**src/rtl/pio_panel_pkg.sv**
```systemverilog
// Shared constants for pio_panel_ctrl: register map, SEG_CTRL field layout
// and the hex font used by the 7-segment scanner.
package pio_panel_pkg;

   localparam logic [2:0] ADDR_LED      = 3'd0;
   localparam logic [2:0] ADDR_SEG_DATA = 3'd1;
   localparam logic [2:0] ADDR_SEG_CTRL = 3'd2;
   localparam logic [2:0] ADDR_SWITCH   = 3'd3;
   localparam logic [2:0] ADDR_KEY      = 3'd4;
   localparam logic [2:0] ADDR_EDGE     = 3'd5;
   localparam logic [2:0] ADDR_IRQ_MASK = 3'd6;

   localparam int SEG_EN_BIT    = 0;
   localparam int SEG_DP_LSB    = 8;
   localparam int SEG_BLANK_LSB = 16;

   // Active-high segments {g,f,e,d,c,b,a}; b and d use the lowercase glyphs.
   localparam logic [6:0] HEX_SEG [16] = '{
      7'h3F, 7'h06, 7'h5B, 7'h4F, 7'h66, 7'h6D, 7'h7D, 7'h07,
      7'h7F, 7'h6F, 7'h77, 7'h7C, 7'h39, 7'h5E, 7'h79, 7'h71
   };

endpackage

```
**src/rtl/key_debounce.sv**
```systemverilog
// One active-low key: 2-FF synchroniser plus a stability counter that only
// accepts a new level after DEB_CYC consecutive differing samples.
module key_debounce
   import pio_panel_pkg::*;
#(
   parameter int DEB_CYC = 1000000
) (
   input  logic clk,
   input  logic reset_n,
   input  logic raw_n,
   output logic level,
   output logic press_pulse
);

   localparam int CW = $clog2(DEB_CYC);

   logic [1:0]    sync_q, sync_d;
   logic          level_q, level_d;
   logic [CW-1:0] cnt_q, cnt_d;
   logic          accept;

   always_comb begin
      sync_d  = {sync_q[0], raw_n};
      level_d = level_q;
      cnt_d   = '0;
      accept  = 1'b0;
      if (sync_q[1] != level_q) begin
         if (cnt_q == CW'(DEB_CYC - 1)) begin
            accept  = 1'b1;
            level_d = sync_q[1];
         end else begin
            cnt_d = cnt_q + 1'b1;
         end
      end
   end

   assign level       = level_q;
   assign press_pulse = accept & ~sync_q[1];

   // Sync chain and level reset to "released" so reset never looks like a press.
   always_ff @(posedge clk or negedge reset_n) begin
      if (!reset_n) begin
         sync_q  <= 2'b11;
         level_q <= 1'b1;
         cnt_q   <= '0;
      end else begin
         sync_q  <= sync_d;
         level_q <= level_d;
         cnt_q   <= cnt_d;
      end
   end

endmodule

```
**src/rtl/pio_panel_ctrl.sv**
```systemverilog
// Avalon-MM panel PIO: LED bank, scanned hex 7-segment display, synchronised
// switches and debounced keys with sticky press capture and maskable IRQ.
module pio_panel_ctrl
   import pio_panel_pkg::*;
#(
   parameter int LED_W    = 8,
   parameter int SW_W     = 5,
   parameter int KEY_W    = 2,
   parameter int DIGITS   = 4,
   parameter int SCAN_DIV = 50000,
   parameter int DEB_CYC  = 1000000
) (
   input  logic                clk,
   input  logic                reset_n,
   input  logic [2:0]          avs_address,
   input  logic                avs_read,
   input  logic                avs_write,
   input  logic [31:0]         avs_writedata,
   output logic [31:0]         avs_readdata,
   output logic                irq,
   output logic [LED_W-1:0]    led,
   output logic [DIGITS+7:0]   seg_output,
   input  logic [SW_W-1:0]     switch,
   input  logic [KEY_W-1:0]    key
);

   localparam int PW = $clog2(SCAN_DIV);
   localparam int IW = (DIGITS > 1) ? $clog2(DIGITS) : 1;

   logic [LED_W-1:0]    led_q, led_d;
   logic [4*DIGITS-1:0] seg_data_q, seg_data_d;
   logic                en_q, en_d;
   logic [DIGITS-1:0]   dp_q, dp_d, blank_q, blank_d;
   logic [KEY_W-1:0]    edge_q, edge_d, mask_q, mask_d, edge_w1c;
   logic                irq_q, irq_d;
   logic [31:0]         rdata_q, rdata_d, rd_val;
   logic [SW_W-1:0]     sw_s1_q, sw_s1_d, sw_s2_q, sw_s2_d;
   logic [PW-1:0]       presc_q, presc_d;
   logic [IW-1:0]       idx_q, idx_d;
   logic [DIGITS+7:0]   seg_q, seg_d;
   logic [KEY_W-1:0]    key_level, key_press;
   logic [3:0]          nibble;
   logic                dp_sel, blank_sel;
   logic                unused_wd;

   assign unused_wd = ^avs_writedata;

   for (genvar i = 0; i < KEY_W; i++) begin : g_key
      key_debounce #(.DEB_CYC(DEB_CYC)) u_deb (
         .clk         (clk),
         .reset_n     (reset_n),
         .raw_n       (key[i]),
         .level       (key_level[i]),
         .press_pulse (key_press[i])
      );
   end

   // Read mux samples pre-write state, so a same-cycle write reads back old data.
   always_comb begin
      rd_val = '0;
      case (avs_address)
         ADDR_LED:      rd_val[LED_W-1:0]    = led_q;
         ADDR_SEG_DATA: rd_val[4*DIGITS-1:0] = seg_data_q;
         ADDR_SEG_CTRL: begin
            rd_val[SEG_EN_BIT]              = en_q;
            rd_val[SEG_DP_LSB +: DIGITS]    = dp_q;
            rd_val[SEG_BLANK_LSB +: DIGITS] = blank_q;
         end
         ADDR_SWITCH:   rd_val[SW_W-1:0]     = sw_s2_q;
         ADDR_KEY:      rd_val[KEY_W-1:0]    = ~key_level;
         ADDR_EDGE:     rd_val[KEY_W-1:0]    = edge_q;
         ADDR_IRQ_MASK: rd_val[KEY_W-1:0]    = mask_q;
         default:       rd_val               = '0;
      endcase
      rdata_d = avs_read ? rd_val : rdata_q;
   end

   always_comb begin
      led_d      = led_q;
      seg_data_d = seg_data_q;
      en_d       = en_q;
      dp_d       = dp_q;
      blank_d    = blank_q;
      mask_d     = mask_q;
      edge_w1c   = '0;
      sw_s1_d    = switch;
      sw_s2_d    = sw_s1_q;
      if (avs_write) begin
         case (avs_address)
            ADDR_LED:      led_d      = avs_writedata[LED_W-1:0];
            ADDR_SEG_DATA: seg_data_d = avs_writedata[4*DIGITS-1:0];
            ADDR_SEG_CTRL: begin
               en_d    = avs_writedata[SEG_EN_BIT];
               dp_d    = avs_writedata[SEG_DP_LSB +: DIGITS];
               blank_d = avs_writedata[SEG_BLANK_LSB +: DIGITS];
            end
            ADDR_EDGE:     edge_w1c   = avs_writedata[KEY_W-1:0];
            ADDR_IRQ_MASK: mask_d     = avs_writedata[KEY_W-1:0];
            default: ;
         endcase
      end
      // A press landing in the same cycle as its W1C must not be lost.
      edge_d = (edge_q & ~edge_w1c) | key_press;
      irq_d  = |(edge_q & mask_q);
   end

   always_comb begin
      presc_d   = '0;
      idx_d     = '0;
      seg_d     = '1;
      nibble    = '0;
      dp_sel    = 1'b0;
      blank_sel = 1'b0;
      for (int i = 0; i < DIGITS; i++) begin
         if (idx_q == IW'(i)) begin
            nibble    = seg_data_q[4*i +: 4];
            dp_sel    = dp_q[i];
            blank_sel = blank_q[i];
         end
      end
      if (en_q) begin
         if (presc_q == PW'(SCAN_DIV - 1)) begin
            idx_d = (idx_q == IW'(DIGITS - 1)) ? '0 : idx_q + 1'b1;
         end else begin
            presc_d = presc_q + 1'b1;
            idx_d   = idx_q;
         end
         for (int i = 0; i < DIGITS; i++) begin
            seg_d[8+i] = (idx_q != IW'(i));
         end
         if (!blank_sel) begin
            seg_d[7:0] = {~dp_sel, ~HEX_SEG[nibble]};
         end
      end
   end

   always_ff @(posedge clk or negedge reset_n) begin
      if (!reset_n) begin
         led_q      <= '0;
         seg_data_q <= '0;
         en_q       <= 1'b0;
         dp_q       <= '0;
         blank_q    <= '0;
         edge_q     <= '0;
         mask_q     <= '0;
         irq_q      <= 1'b0;
         rdata_q    <= '0;
         sw_s1_q    <= '0;
         sw_s2_q    <= '0;
         presc_q    <= '0;
         idx_q      <= '0;
         seg_q      <= '1;
      end else begin
         led_q      <= led_d;
         seg_data_q <= seg_data_d;
         en_q       <= en_d;
         dp_q       <= dp_d;
         blank_q    <= blank_d;
         edge_q     <= edge_d;
         mask_q     <= mask_d;
         irq_q      <= irq_d;
         rdata_q    <= rdata_d;
         sw_s1_q    <= sw_s1_d;
         sw_s2_q    <= sw_s2_d;
         presc_q    <= presc_d;
         idx_q      <= idx_d;
         seg_q      <= seg_d;
      end
   end

   assign led          = led_q;
   assign irq          = irq_q;
   assign avs_readdata = rdata_q;
   assign seg_output   = seg_q;

endmodule
```
**config.mk**
```make
export PLATFORM = sky130hd
export DESIGN_NAME = pio_panel_ctrl
export DESIGN_NICKNAME = d
export VERILOG_FILES = /design/src/rtl/pio_panel_pkg.sv /design/src/rtl/key_debounce.sv /design/src/rtl/pio_panel_ctrl.sv
export SDC_FILE = /design/constraint.sdc
export NUM_CORES = 1
export LEC_CHECK = 0
export CAP_MARGIN = 40
export CORE_MARGIN = 3
export CORE_UTILIZATION = 54
export DETAILED_ROUTE_END_ITERATION = 6
export PLACE_DENSITY = 0.92
export SYNTH_ARGS = -nofsm -noshare
export SYNTH_HDL_FRONTEND = slang
export SYNTH_SLANG_ARGS = --single-unit
```
**constraint.sdc**
```tcl
create_clock -name clk -period 2.75 [get_ports clk]
set_input_delay 0.825 -clock clk [delete_from_list [all_inputs] [get_ports clk]]
set_output_delay 0.825 -clock clk [all_outputs]
set_load 0.1 [all_outputs]
```
==> parameters.txt <==
Parameter                              Value

Outcome
  Result of the run ... complete, no violations

Floorplan
  Number of ports placed on the die boundary ... 99
  Die width ... approximately 120 um
  Floorplan core area ... 11700 um^2
  Die outline area ... 13600 um^2
  Vert. Die Dim ... roughly 120 um
  Initial core utilization ... 0.565
  Row count ... 39

STA
  Number of max-slew violations in the final report ... 0
  Setup violations, final ... 0
  Part of the cycle the worst path needs ... 0.920
  Maximum clock frequency ... 0.395 GHz
  Final hold viol count ... 0
  Sum Neg Setup Slack ... 0 ns
  Time the worst path needs with I/O delays and setup ... about 2.5 ns
  Relative slew slack ... 0.455
  RSZ-0062 raised after global routing ... false
  Worst Max-Slew Pin Slew ... 0.811 ns
  Layout Skew ... 0.00806 ns

Power
  Maximum VDD drop ... around 0.42 mV
  Switching power of the nets ... approximately 2000 uW
  Design internal power ... 4210 uW
  Switching fraction of total power ... 0.327
  Power share of the sequential group ... 0.400
  Fraction of power consumed by the clock network ... 0.373
  Comb pwr share ... 0.227
  Static power due to leakage ... 0.00352 uW
  Power density of the placed cells ... 775 nW/um^2

Synth
  Sequential cell area fraction in the yosys report ... 0.548
  Library cell with the highest instance count after synthesis ... dfrtp_1
  Total number of yosys warnings ... 0
  Total standard cell area after synthesis ... 6610 um^2
  Number of synthesized flops with an enable pin ... 0
  Cell taking the most area after synthesis ... dfrtp_1
  Register bit total from synthesis ... ~140
  Top flip-flop cell by instance count after synthesis ... dfrtp_1
  Gate count of the mapped netlist ... 615
  Synth top area cells ... dfrtp_1 (48%), dfstp_2 (7.2%), mux2_2 (6.0%)
  Async set or reset register ratio after synthesis ... 1.00
  Synthesized area per cell ... approximately 11 um^2
  Count of unique library cells instantiated by Yosys ... 52
  Most frequent cells after synthesis ... dfrtp_1 (126), nor2_1 (78), nand2_1 (51), mux2_2 (35), inv_1 (34)
  Fraction of synthesized cell area taken by the top area cell type ... 0.477

Detailed routing
  DR iter-0 viols ... between 400 and 500
  Number of design rule violations left after detail routing ... 0
  Vias per cell ... 5.67
  Wire length after detailed routing ... 14600 um
  Number of vias after detailed routing ... 4865
  Detailed Routing Iterations Pass 1 ... 5
  Average routed wire per standard cell ... ~17 um
  Final ANT Viol Nets ... 0

Cells and area
  Area of the multi-input gates ... 2730 um^2
  Count of placed standard cells in the final layout, fillers left out ... between 800 and 900
  Area Growth Syn to Fin ... 21.9%
  Fill cell instance count of the final layout ... 760
  Post-layout net count ... 762
  Share of final-layout standard cells stronger than drive strength 1 ... 0.214
  Area taken by flip-flops and latches ... approximately 3600 um^2

Clock network
  Number of buffers on the longest clock path ... 2
  Deepest level of the CTS H-tree ... 4
  Root buffer selected by CTS ... clkbuf_16
  CTS tree ... built
  Total clock buffers created by CTS ... 17
  Clock latency at the later pin of the worst-skew pair ... 0.42 ns
  Clock slew at reported path FFs ... 0.06 ns
  Number of sinks driven by the clock tree ... 144

Global routing
  Remaining Overflow, GRT ... 0
  Initial antenna violation count ... 0
  First-pass GRT wire length ... 23600 um
  Pin count of the biggest net entering global routing ... ~70
  Via count of the first global-routing pass ... 4898
  Total Routing Usage GR ... 0.225

Hold path
  Worst hold-check path type ... register to register
  Hold Path Stages ... 0

Critical path
  Flop-to-flop setup slack ... 0.22 ns
  R2r endpoint ... seg_output[4]
  Source of the worst register-to-register timing path ... idx_q[1]
  Arrival time at the worst endpoint ... approximately 2.8 ns
  Critical Path Source ... idx_q[1]
  WP data required ... 3.05 ns
  Critical path capture point type ... register
  Capturing instance or port of the critical path ... seg_output[4]
  FF-to-FF path depth ... 9
  Startpoint type of the worst setup path ... register
  Category of the critical setup timing path ... register to register
  Crit path max fanout ... 12

Placed design
  Number of cells after detailed placement ... just over 800
  DPL Wire Length ... 10100 um
  Number of port buffers ... 74
  Final RePlAce weighted congestion ... 0.849

Job
  Number of maximum-capacitance constraint violations ... 0
[area by class of cell]
type,count,share of cell area
Inverter,34,0.0158
Multi-Input combinational cell,413,0.339
Clock buffer,20,0.0579
Sequential cell,144,0.450
Timing Repair Buffer,93,0.0985
Antenna cell,1,0.000310
Clock inverter,10,0.0169
Tap cell,143,0.0222
[per-stage QoR]
stage	setup slack (ns)	total power (uW)	util	hold WS (ns)	area [um^2]
after floorplan	0.366	3560	-	0.331	6660
after global placement	0.309	3870	0.636	0.336	7450
after detailed placement	0.189	3930	0.636	0.338	7450
after CTS	0.143	6280	0.688	0.345	8060
after global routing	0.0140	6480	0.688	0.351	8060
final	0.221	6250	0.689	0.338	8060
[timing repair]
item | CTS | global route
hold buffers | 0 | 0
resized for setup | 0 | 1
setup endpoints to repair | 0 | 2
buffers inserted | 0 | 0
[power by group through the flow]
stage	sequential [uW]	clock, uW	combinational (uW)
after floorplan	3090	0	475
final	2500	2330	1420
after global placement	2510	0	1360
after CTS	2500	2360	1420
after detailed placement	2530	0	1400
after global routing	2520	2470	1500
[critical path, stage by stage, from the launching register on]
cell and delay, ns:
dfrtp_1 0.40, inv_1 0.09, ha_1 0.32, nor2b_1 0.24, a22oi_1 0.14, a221oi_2 0.37, inv_1 0.16, ha_1 0.23
nor2b_1 0.13, o311ai_0 0.32
[worst min-delay path by stage]
stage	start	end	slack (ns)
after floorplan	sw_s1_q[0]	sw_s2_q[0]	0.33
after global placement	sw_s1_q[3]	sw_s2_q[3]	0.34
after detailed placement	sw_s1_q[2]	sw_s2_q[2]	0.34
after CTS	sw_s1_q[2]	sw_s2_q[2]	0.35
after global routing	sw_s1_q[2]	sw_s2_q[2]	0.35
final	sw_s1_q[2]	sw_s2_q[2]	0.34
[metal layers]
metal | share of wire | vias up | wire (um) | track usage
met4 | 0.019 | 0 | 276 | 0.0826
met5 | 0 | - | 0 | 0
met2 | 0.52 | 194 | 7560 | 0.389
met1 | 0.40 | 2395 | 5920 | 0.264
li1 | - | 2244 | - | -
met3 | 0.061 | 32 | 892 | 0.0741
[state kept, by name, summed over array words and instances, names as in the netlist, 5 cells and up]
| name | flops |
|---|---|
| g_key.u_deb.cnt_q | 40 |
| seg_output | 12 |
| presc_q | 16 |
| avs_readdata | 20 |
| sw_s2_q | 5 |
| sw_s1_q | 5 |
| led | 8 |
| seg_data_q | 16 |
[cells by family (layout without fill, tap and decap cells)]
kind of cell,count (synthesis),count (layout),share of synthesized area
AOI/OAI and AO/OA,65,65,0.0628
buffers and inverters,69,157,0.0469
other,1,13,0.000567
muxes,47,47,0.0796
DFF,144,144,0.548
xor gates and xnor gates,52,52,0.0689
adders and majority gates,13,13,0.0246
and+or+nand+nor,224,224,0.168
[cell usage in the layout (no fill, tap or decap), types with 4 or more instances in the layout]
| cell type | count |
|---|---|
| and4_1 | 5 |
| buf_4 | 59 |
| a21oi_1 | 10 |
| inv_1 | 34 |
| dfstp_2 | 18 |
| a22oi_1 | 5 |
| xnor2_1 | 27 |
| nand4_1 | 11 |
| xor2_1 | 25 |
| dfrtp_1 | 126 |
| ha_1 | 13 |
| nand2_1 | 51 |
| nor4_1 | 11 |
| clkbuf_16 | 17 |
| clkdlybuf4s50_1 | 32 |
| nor2b_1 | 8 |
| and3_1 | 4 |
| conb_1 | 12 |
| nand3_1 | 23 |
| o22ai_1 | 7 |
| o211ai_1 | 8 |
| nor2_1 | 78 |
| o21ai_0 | 19 |
| nor3b_1 | 5 |
| and2_1 | 4 |
| mux2i_1 | 11 |
| mux2_2 | 35 |
| nand3b_1 | 5 |
Power figures use the tool's default switching activity.
